$ cat src/rtl/pre_alloc_pkg.sv
// Shared types and width helpers for the multi-entry pre-allocator.
// Default-configuration types; parametrised modules derive their own widths.
package pre_alloc_pkg;

  function automatic int id_width(input int n);
    return (n > 1) ? $clog2(n) : 1;
  endfunction

  localparam int ENTRY_NUM_DEF = 32;
  localparam int ALLOC_NUM_DEF = 2;
  localparam int DEPTH_DEF     = 4;
  localparam int ID_W          = id_width(ENTRY_NUM_DEF);
  localparam int PTR_WIDTH     = $clog2(DEPTH_DEF);

  typedef logic [ID_W-1:0] entry_id_t;
  typedef entry_id_t [ALLOC_NUM_DEF-1:0] alloc_grp_t;

endpackage

$ cat src/rtl/cmn_lead_n.sv
// Finds the ALLOC_NUM lowest set bits of a vector: one cascaded priority
// stage per pick, each stage seeing the vector with earlier picks removed.
module cmn_lead_n #(
  parameter int ENTRY_NUM = 32,
  parameter int ALLOC_NUM = 2,
  parameter int ID_W      = $clog2(ENTRY_NUM)
) (
  input  logic [ENTRY_NUM-1:0]      i_vld,
  output logic [ENTRY_NUM-1:0]      o_mask,
  output logic [ALLOC_NUM*ID_W-1:0] o_ids,
  output logic                      o_ok
);

  logic [ALLOC_NUM:0][ENTRY_NUM-1:0] w_rem;
  logic [ALLOC_NUM-1:0]              w_found;

  assign w_rem[0] = i_vld;

  for (genvar k = 0; k < ALLOC_NUM; k++) begin : g_stage
    logic [ENTRY_NUM-1:0] w_pick;
    logic [ID_W-1:0]      w_id;

    // x & -x isolates the lowest remaining set bit
    assign w_pick       = w_rem[k] & (~w_rem[k] + ENTRY_NUM'(1));
    assign w_rem[k+1]   = w_rem[k] & ~w_pick;
    assign w_found[k]   = |w_rem[k];

    always_comb begin
      w_id = '0;
      for (int i = 0; i < ENTRY_NUM; i++) begin
        if (w_pick[i]) w_id = w_id | ID_W'(i);
      end
    end

    assign o_ids[k*ID_W +: ID_W] = w_id;
  end

  assign o_mask = w_rem[0] & ~w_rem[ALLOC_NUM];
  assign o_ok   = &w_found;

endmodule

$ cat src/rtl/pre_alloc_multi.sv
// Reserves groups of ALLOC_NUM free entry IDs into a DEPTH-group ring buffer.
// Optional PRE_ALLOC_BYPASS_EN presents the finder group directly when empty.
module pre_alloc_multi
  import pre_alloc_pkg::*;
#(
  parameter int ENTRY_NUM      = 32,
  parameter int ENTRY_ID_WIDTH = id_width(ENTRY_NUM),
  parameter int ALLOC_NUM      = 2,
  parameter int DEPTH          = 4,
  parameter int CNT_WIDTH      = $clog2(DEPTH+1)
) (
  input  logic                                clk,
  input  logic                                rst,
  input  logic [ENTRY_NUM-1:0]                v_in_vld,
  output logic [ENTRY_NUM-1:0]                v_in_rdy,
  input  logic                                flush,
  output logic                                out_vld,
  input  logic                                out_rdy,
  output logic [ALLOC_NUM*ENTRY_ID_WIDTH-1:0] out_index,
  output logic [CNT_WIDTH-1:0]                occupancy
);

  localparam int PW = $clog2(DEPTH);
  localparam int GW = ALLOC_NUM * ENTRY_ID_WIDTH;

  logic [ENTRY_NUM-1:0] w_mask;
  logic [GW-1:0]        w_ids;
  logic                 w_ok;
  logic                 w_full;
  logic                 w_empty;
  logic                 w_push;
  logic                 w_pop;
  logic                 w_byp;
  logic                 w_asc;

  logic [PW-1:0]        r_wr_ptr;
  logic [PW-1:0]        r_rd_ptr;
  logic [CNT_WIDTH-1:0] r_cnt;
  logic [GW-1:0]        r_mem [DEPTH];

  cmn_lead_n #(
    .ENTRY_NUM (ENTRY_NUM),
    .ALLOC_NUM (ALLOC_NUM),
    .ID_W      (ENTRY_ID_WIDTH)
  ) u_find (
    .i_vld  (v_in_vld),
    .o_mask (w_mask),
    .o_ids  (w_ids),
    .o_ok   (w_ok)
  );

  assign w_full  = (r_cnt == CNT_WIDTH'(DEPTH));
  assign w_empty = (r_cnt == '0);
  assign w_pop   = !w_empty && out_rdy && !flush;

`ifdef PRE_ALLOC_BYPASS_EN
  assign w_byp     = w_empty && w_ok && out_rdy && !flush && !rst;
  assign out_vld   = !w_empty || w_byp;
  assign out_index = w_byp ? w_ids : (w_empty ? '0 : r_mem[r_rd_ptr]);
`else
  assign w_byp     = 1'b0;
  assign out_vld   = !w_empty;
  assign out_index = w_empty ? '0 : r_mem[r_rd_ptr];
`endif

  // Full blocks push even when a pop frees a slot this cycle
  assign w_push    = w_ok && !w_full && !flush && !rst && !w_byp;
  assign v_in_rdy  = (w_push || w_byp) ? w_mask : '0;
  assign occupancy = r_cnt;

  always_ff @(posedge clk or posedge rst) begin
    if (rst) begin
      r_wr_ptr <= '0;
      r_rd_ptr <= '0;
      r_cnt    <= '0;
    end else if (flush) begin
      r_wr_ptr <= '0;
      r_rd_ptr <= '0;
      r_cnt    <= '0;
    end else begin
      if (w_push) r_wr_ptr <= r_wr_ptr + PW'(1);
      if (w_pop)  r_rd_ptr <= r_rd_ptr + PW'(1);
      case ({w_push, w_pop})
        2'b10:   r_cnt <= r_cnt + CNT_WIDTH'(1);
        2'b01:   r_cnt <= r_cnt - CNT_WIDTH'(1);
        default: r_cnt <= r_cnt;
      endcase
    end
  end

  always_ff @(posedge clk) begin
    if (w_push) r_mem[r_wr_ptr] <= w_ids;
  end

  always_comb begin
    w_asc = 1'b1;
    for (int k = 1; k < ALLOC_NUM; k++) begin
      if (out_index[k*ENTRY_ID_WIDTH +: ENTRY_ID_WIDTH] <=
          out_index[(k-1)*ENTRY_ID_WIDTH +: ENTRY_ID_WIDTH]) w_asc = 1'b0;
    end
  end

  a_asc:  assert property (@(posedge clk) disable iff (rst) out_vld |-> w_asc);
  a_rdy:  assert property (@(posedge clk) disable iff (rst) (v_in_rdy & ~v_in_vld) == '0);
  a_cnt:  assert property (@(posedge clk) disable iff (rst) r_cnt <= CNT_WIDTH'(DEPTH));

endmodule

$ cat config.mk
export PLATFORM = sky130hd
export DESIGN_NAME = pre_alloc_multi
export DESIGN_NICKNAME = d
export VERILOG_FILES = /design/src/rtl/pre_alloc_pkg.sv /design/src/rtl/cmn_lead_n.sv /design/src/rtl/pre_alloc_multi.sv
export SDC_FILE = /design/constraint.sdc
export NUM_CORES = 1
export LEC_CHECK = 0
export ABC_AREA = 1
export CORE_UTILIZATION = 35
export DETAILED_ROUTE_END_ITERATION = 10
export PLACE_DENSITY = 0.62
export SYNTH_ARGS = -nofsm -noshare
export SYNTH_HDL_FRONTEND = slang
export SYNTH_SLANG_ARGS = --single-unit
$ cat constraint.sdc
create_clock -name clk -period 3.1 [get_ports clk]
set_clock_uncertainty 0.2 [all_clocks]
set_input_delay 0.465 -clock clk [delete_from_list [all_inputs] [get_ports clk]]
set_output_delay 0.465 -clock clk [all_outputs]
set_load 0.005 [all_outputs]
== Word-level counts from Yosys, hierarchy flattened ==
Memories as Yosys holds them, arrays and structs flattened.
Index checks and enable logic that the tools add are counted.

* Register bits: 7
* Bits in latches: 0
* Memory bits (writable): 40
* Memory bits (read-only): 0
* Bits of input ports: 36
* Memories kept: 1

* $add $sub $neg: 6
* $mul: 0
* Div/mod/pow operators: 0
* $lt $le $gt $ge: 0
* Equality and inequality tests: 3
* Shift operators: 0
* Muxes and demuxes: 75
* Bitwise logic cells: 10
* Reduce and logical (&&, ||, !) cells: 16

{| class="wikitable"
|+ Memory list
! memory !! words !! width !! rd ports !! clocked after Yosys merged registers in !! write ports !! line !! source
|-
| r_mem || 4 || 10 || 1 || 0 || 1 || pre_alloc_multi.sv:39 || <nowiki>logic [GW-1:0] r_mem [DEPTH];</nowiki>
|}

{| class="wikitable"
|+ Operators with widths
! operator !! count
|-
| AND 32 bit || 5
|-
| two-way mux 5 bit || 32
|-
| NOT 32 bit || 5
|-
| adder 32 x 1 -> 32 bit (second input constant) || 2
|-
| two-way mux 4 bit || 16
|-
| OR reduction 32 bit || 2
|-
| two-way mux 32 bit || 1
|-
| two-way mux 3 bit || 10
|-
| two-way mux 2 bit || 10
|-
| two-way mux 10 bit || 1
|-
| case mux 3 bit (2 select lines) || 1
|-
| logical AND 1 bit || 5
|-
| adder 2 x 1 -> 2 bit (second input constant) || 2
|-
| zero test 1 bit || 4
|-
| two-way mux 1 bit || 4
|-
| nonzero test 2 bit || 2
|-
| adder 3 x 1 -> 3 bit (second input constant) || 1
|-
| == test 3 bit (second input constant) || 1
|-
| zero test 3 bit || 1
|-
| nonzero test 3 bit || 1
|-
| subtractor 3 x 1 -> 3 bit (second input constant) || 1
|-
| == test 2 x 1 -> 1 bit (second input constant) || 1
|-
| == test 2 bit (second input constant) || 1
|-
| AND reduction 2 bit || 1
|}

== Depth between registers and ports, before layout ==
* Depth in word-level cells: 39
* Mapped depth: 22

== Hierarchy ==
From an unflattened synthesis, not the netlist that was laid out.

* Cell total of the unflattened synthesis: 694
* Area total of the unflattened synthesis: 4,580.6 um2

{| class="wikitable"
|+ By module, submodules not included
! module !! times used !! cells an instance !! area an instance (um2)
|-
| pre_alloc_multi || 1 || 250 || 2,376.0
|-
| cmn_lead_n || 1 || 444 || 2,204.6
|}

== Worst setup path after synthesis ==
No wires, ideal clock.

* Path type: input port to output port
* Start point: input port v_in_vld[3]
* End point: output port v_in_rdy[29]
* Arrival time: 2,064 ps
* Data required time: 2,435 ps
* Slack: 371 ps
* Stages: 16
* Path buffers: 2
* Cell sequence: nor2_4 -> nand2_4 -> inv_2 -> nand2_1 -> nand2_1 -> nand2_2 -> nor2_4 -> nand2_4 -> nor2_4 -> nand2_4 -> nor2_8 -> nand2_2 -> nand2_2 -> buf_6 -> buf_2 -> nor3_1

* Cells in the longest elaborated chain, start to end: 13
* Elaborated cells between the ends (all ways): 19
* Those cells by class: add/sub: 2; mux: 1; bitwise: 10; reduce/logical: 6

{| class="wikitable"
|+ Ends and longest elaborated chain
! element !! line !! source
|-
| start: declaration || pre_alloc_multi.sv:14 || <nowiki>input logic [ENTRY_NUM-1:0] v_in_vld,</nowiki>
|-
| NOT 32 bit || cmn_lead_n.sv:24 || <nowiki>assign w_pick = w_rem[k] & (~w_rem[k] + ENTRY_NUM'(1));</nowiki>
|-
| adder 32 x 1 -> 32 bit || cmn_lead_n.sv:24 ||
|-
| AND 32 bit || cmn_lead_n.sv:24 ||
|-
| NOT 32 bit || cmn_lead_n.sv:25 || <nowiki>assign w_rem[k+1] = w_rem[k] & ~w_pick;</nowiki>
|-
| AND 32 bit || cmn_lead_n.sv:25 ||
|-
| NOT 32 bit || cmn_lead_n.sv:24 ||
|-
| adder 32 x 1 -> 32 bit || cmn_lead_n.sv:24 ||
|-
| AND 32 bit || cmn_lead_n.sv:24 ||
|-
| NOT 32 bit || cmn_lead_n.sv:25 ||
|-
| AND 32 bit || cmn_lead_n.sv:25 ||
|-
| NOT 32 bit || cmn_lead_n.sv:38 || <nowiki>assign o_mask = w_rem[0] & ~w_rem[ALLOC_NUM];</nowiki>
|-
| AND 32 bit || cmn_lead_n.sv:38 ||
|-
| two-way mux 32 bit * || pre_alloc_multi.sv:68 || <nowiki>assign v_in_rdy = (w_push || w_byp) ? w_mask : '0;</nowiki>
|-
| end: declaration || pre_alloc_multi.sv:15 || <nowiki>output logic [ENTRY_NUM-1:0] v_in_rdy,</nowiki>
|}

Mark *: on every way between the ends. The rest lies on a longest branch, timed or not.

== Final worst setup path ==
* Start point: input port v_in_vld[1]
* End point: output port v_in_rdy[31]

Same word-level chain as after synthesis.

==> results.ini <==
[floorplanning]
die_x_um=110
die_y_um=110
rows=39
ios=82
core-area_sq_mm=0.0114
initial_core_util_pct=35.9
die-area_sq_mm=0.0122

[synthesis]
avgSynthCellArea_sq_um=6.77
syn_area_sq_mm=0.00410
ys_seq_elements=47
synth_edf_count=40
synth_cells=606
ys.flop_type=edfxtp_1
synth_nets=647
ys_types=38
synth_warnings=0
async_reset_ff_share_pct=14.9
seq_area_frac_synth_pct=33.5

[cts]
cts_hold_buffers=0
clock_latency_ns=0.28
clock-sinks=47
clockRootBuffer=clkbuf_16
cts_buffers=5
cts_tree=built
clock_path_buffers=2
h-tree-depth=2
path_clk_slew_ns=0.06

[critical_path]
r2r_cells=6
crit_fanout=7
startpoint_type=input port
cp-startpoint=v_in_vld[1]
critPathArrivalTime_ns=2.57
path_class=in -> out
critPathRequiredTime_ns=2.43
cp-end-kind=output port
timing.rr.end=r_mem[1][4]
reg2reg_slack_ns=0.50
reg2reg_from=occupancy[2]

[outcome]
violations=negative setup slack
status=complete, but fails checks

[global_route]
grt_pass1_wl_um=26700
gr-usage-all-layers_pct=29.6
grt_max_degree=19
antenna_found_initial=1
overflow=0
grt_pass1_vias=5326

[timing]
period_share_pct=104
hold_viol=0
finalCriticalPeriod_ns=3.24
grt_setup_unrepaired=true
maxSlewViolCount=0
setup_viol_count_final=25
tns_ns=-1.52
slew_headroom_pct=35.5
fmax_mhz=309
setup_slack_ns=-0.136
tightestPinTransition_ns=0.964

[cells_and_area]
final_common_cell=buf_4
fin_util_pct=66.8
ff_latch_area_sq_mm=0.00138
diodes=0
fillers=925
final_cell_mix=194 x buf_4, 82 x nor2_1, 72 x nand2_1
drive_gt1_share_pct=52.8
final_nets=944
area.growth.synth_to_final_pct=85.9
multi_input_comb_area_sq_mm=0.00320
final_cells=1047

[drt]
wire_per_inst_um=17.4
first_pass_iters=5
vias=5486
viasPerCell=5.24
routed_wl_um=18200
drc=0
drtIter0Drc=396
antenna_left=0

[place]
port_buffers=81
dp_hpwl_um=13300
gp_congestion=0.948
dp_cells=965

[pwr]
switching_share_pct=29.3
internal-power_mw=1.40
p_seq_share_pct=36.6
p_sw_mw=0.582
ir_worst_vdd_v=0.000347
comb_power_share_pct=33.9
power_frac_clock_pct=29.5
power.leakage_nw=3.67
power_density_mw_per_mm2=260
power_mw=1.99

[flow_run]
drv_cap=0

[worst_hold_path]
worstHoldPathType=in -> async

metrics by stage:
stage	area, sq um	setup slack (ns)	hold slack [ns]
floorplan	4100	0.371	0.0684
global placement	6140	-0.959	0.395
detailed placement	6140	-0.966	0.403
CTS	7130	-0.274	0.282
global route	7630	-0.248	0.320
finish	7630	-0.136	0.286
cells in the mapped netlist (2+ instances only):
master    instances  area [sq um]
inv_2             6          22.5
o21ai_2           2          17.5
nand3_4           2          35.0
nand3_2           2          20.0
o22ai_1           2          12.5
edfxtp_1         40          1200
clkbuf_1          7          26.3
a21oi_1          22           110
nor2_1          133           499
buf_6             2          22.5
nand4_1          18           113
nand2_2          12          75.1
nand3_1          52           260
nand2_1         115           432
nor2_2            7          43.8
nor2_8            4          80.1
nor3_1           24           120
ha_1              4          50.1
buf_2             3          15.0
nor2_4            8          90.1
dfrtp_1           7           175
inv_1            76           285
o21ai_0          30           150
nand2_4           6          67.6
nor4_1            9          56.3
sequential cells by signal (all words and copies together) (netlist names):
name / count
r_mem: 40
occupancy: 3
r_wr_ptr: 2
r_rd_ptr: 2
cells by family (layout without fill, tap and decap cells):
group	Yosys count	after routing	synth area share, %
flip-flops	47	47	33.5
adder cells (fa/ha/maj)	5	5	1.71
AO/OA/AOI/OAI	62	62	8.30
buffers and inverters	95	393	9.15
XOR/XNOR	1	1	0.214
AND/OR/NAND/NOR	396	396	47.1
how the worst max path moves through the flow:
stage,endpoint,slack (ns),cells past startpoint
after floorplan,v_in_rdy[29],0.37,16
after global placement,v_in_rdy[31],-0.96,13
after detailed placement,v_in_rdy[31],-0.97,12
after CTS,v_in_rdy[31],-0.27,21
after global routing,v_in_rdy[26],-0.25,16
final,v_in_rdy[31],-0.14,18
metal layers:
layer,share of wire (%),track usage [%]
met2,48,48.8
met5,0.066,0
met4,4.8,14.5
met1,41,37.6
met3,6.3,4.47
power groups by stage:
stage	registers, mW	clock network, mW	logic [mW]
after floorplan	0.736	0	0.220
after global placement	0.739	0	0.516
after detailed placement	0.741	0	0.522
after CTS	0.728	0.594	0.610
after global routing	0.730	0.620	0.725
final	0.727	0.586	0.672
layout make-up:
| class | instances | share of cell area, % |
|---|---|---|
| clock buffer | 7 | 1.74 |
| inverter | 83 | 4.15 |
| multi-input combinational | 464 | 42.0 |
| timing repair buffer | 302 | 31.3 |
| sequential | 47 | 18.0 |
| tap | 143 | 2.35 |
| clock inverter | 1 | 0.394 |
timing repair:
item                                    in CTS  in global routing
cloned                                       2                  0
buffers inserted                            48                 28
gates resized for setup                    312                146
pin swaps                                   57                 84
endpoints found under the setup margin      95                 60
critical path: stages:
cell and delay [ns]:
buf_8 0.10, nor2_4 0.19, nand2_4 0.16, buf_6 0.16
nor2_4 0.18, nand3_1 0.14, nand2_2 0.13, nand2_2 0.09
nor2_4 0.10, nand2_4 0.07, nor2_8 0.10, nand2_4 0.08
nand2_8 0.10, buf_12 0.13, buf_8 0.11, buf_6 0.10
nor4_4 0.03, buf_2 0.13
(Power assumes the default switching activity.)
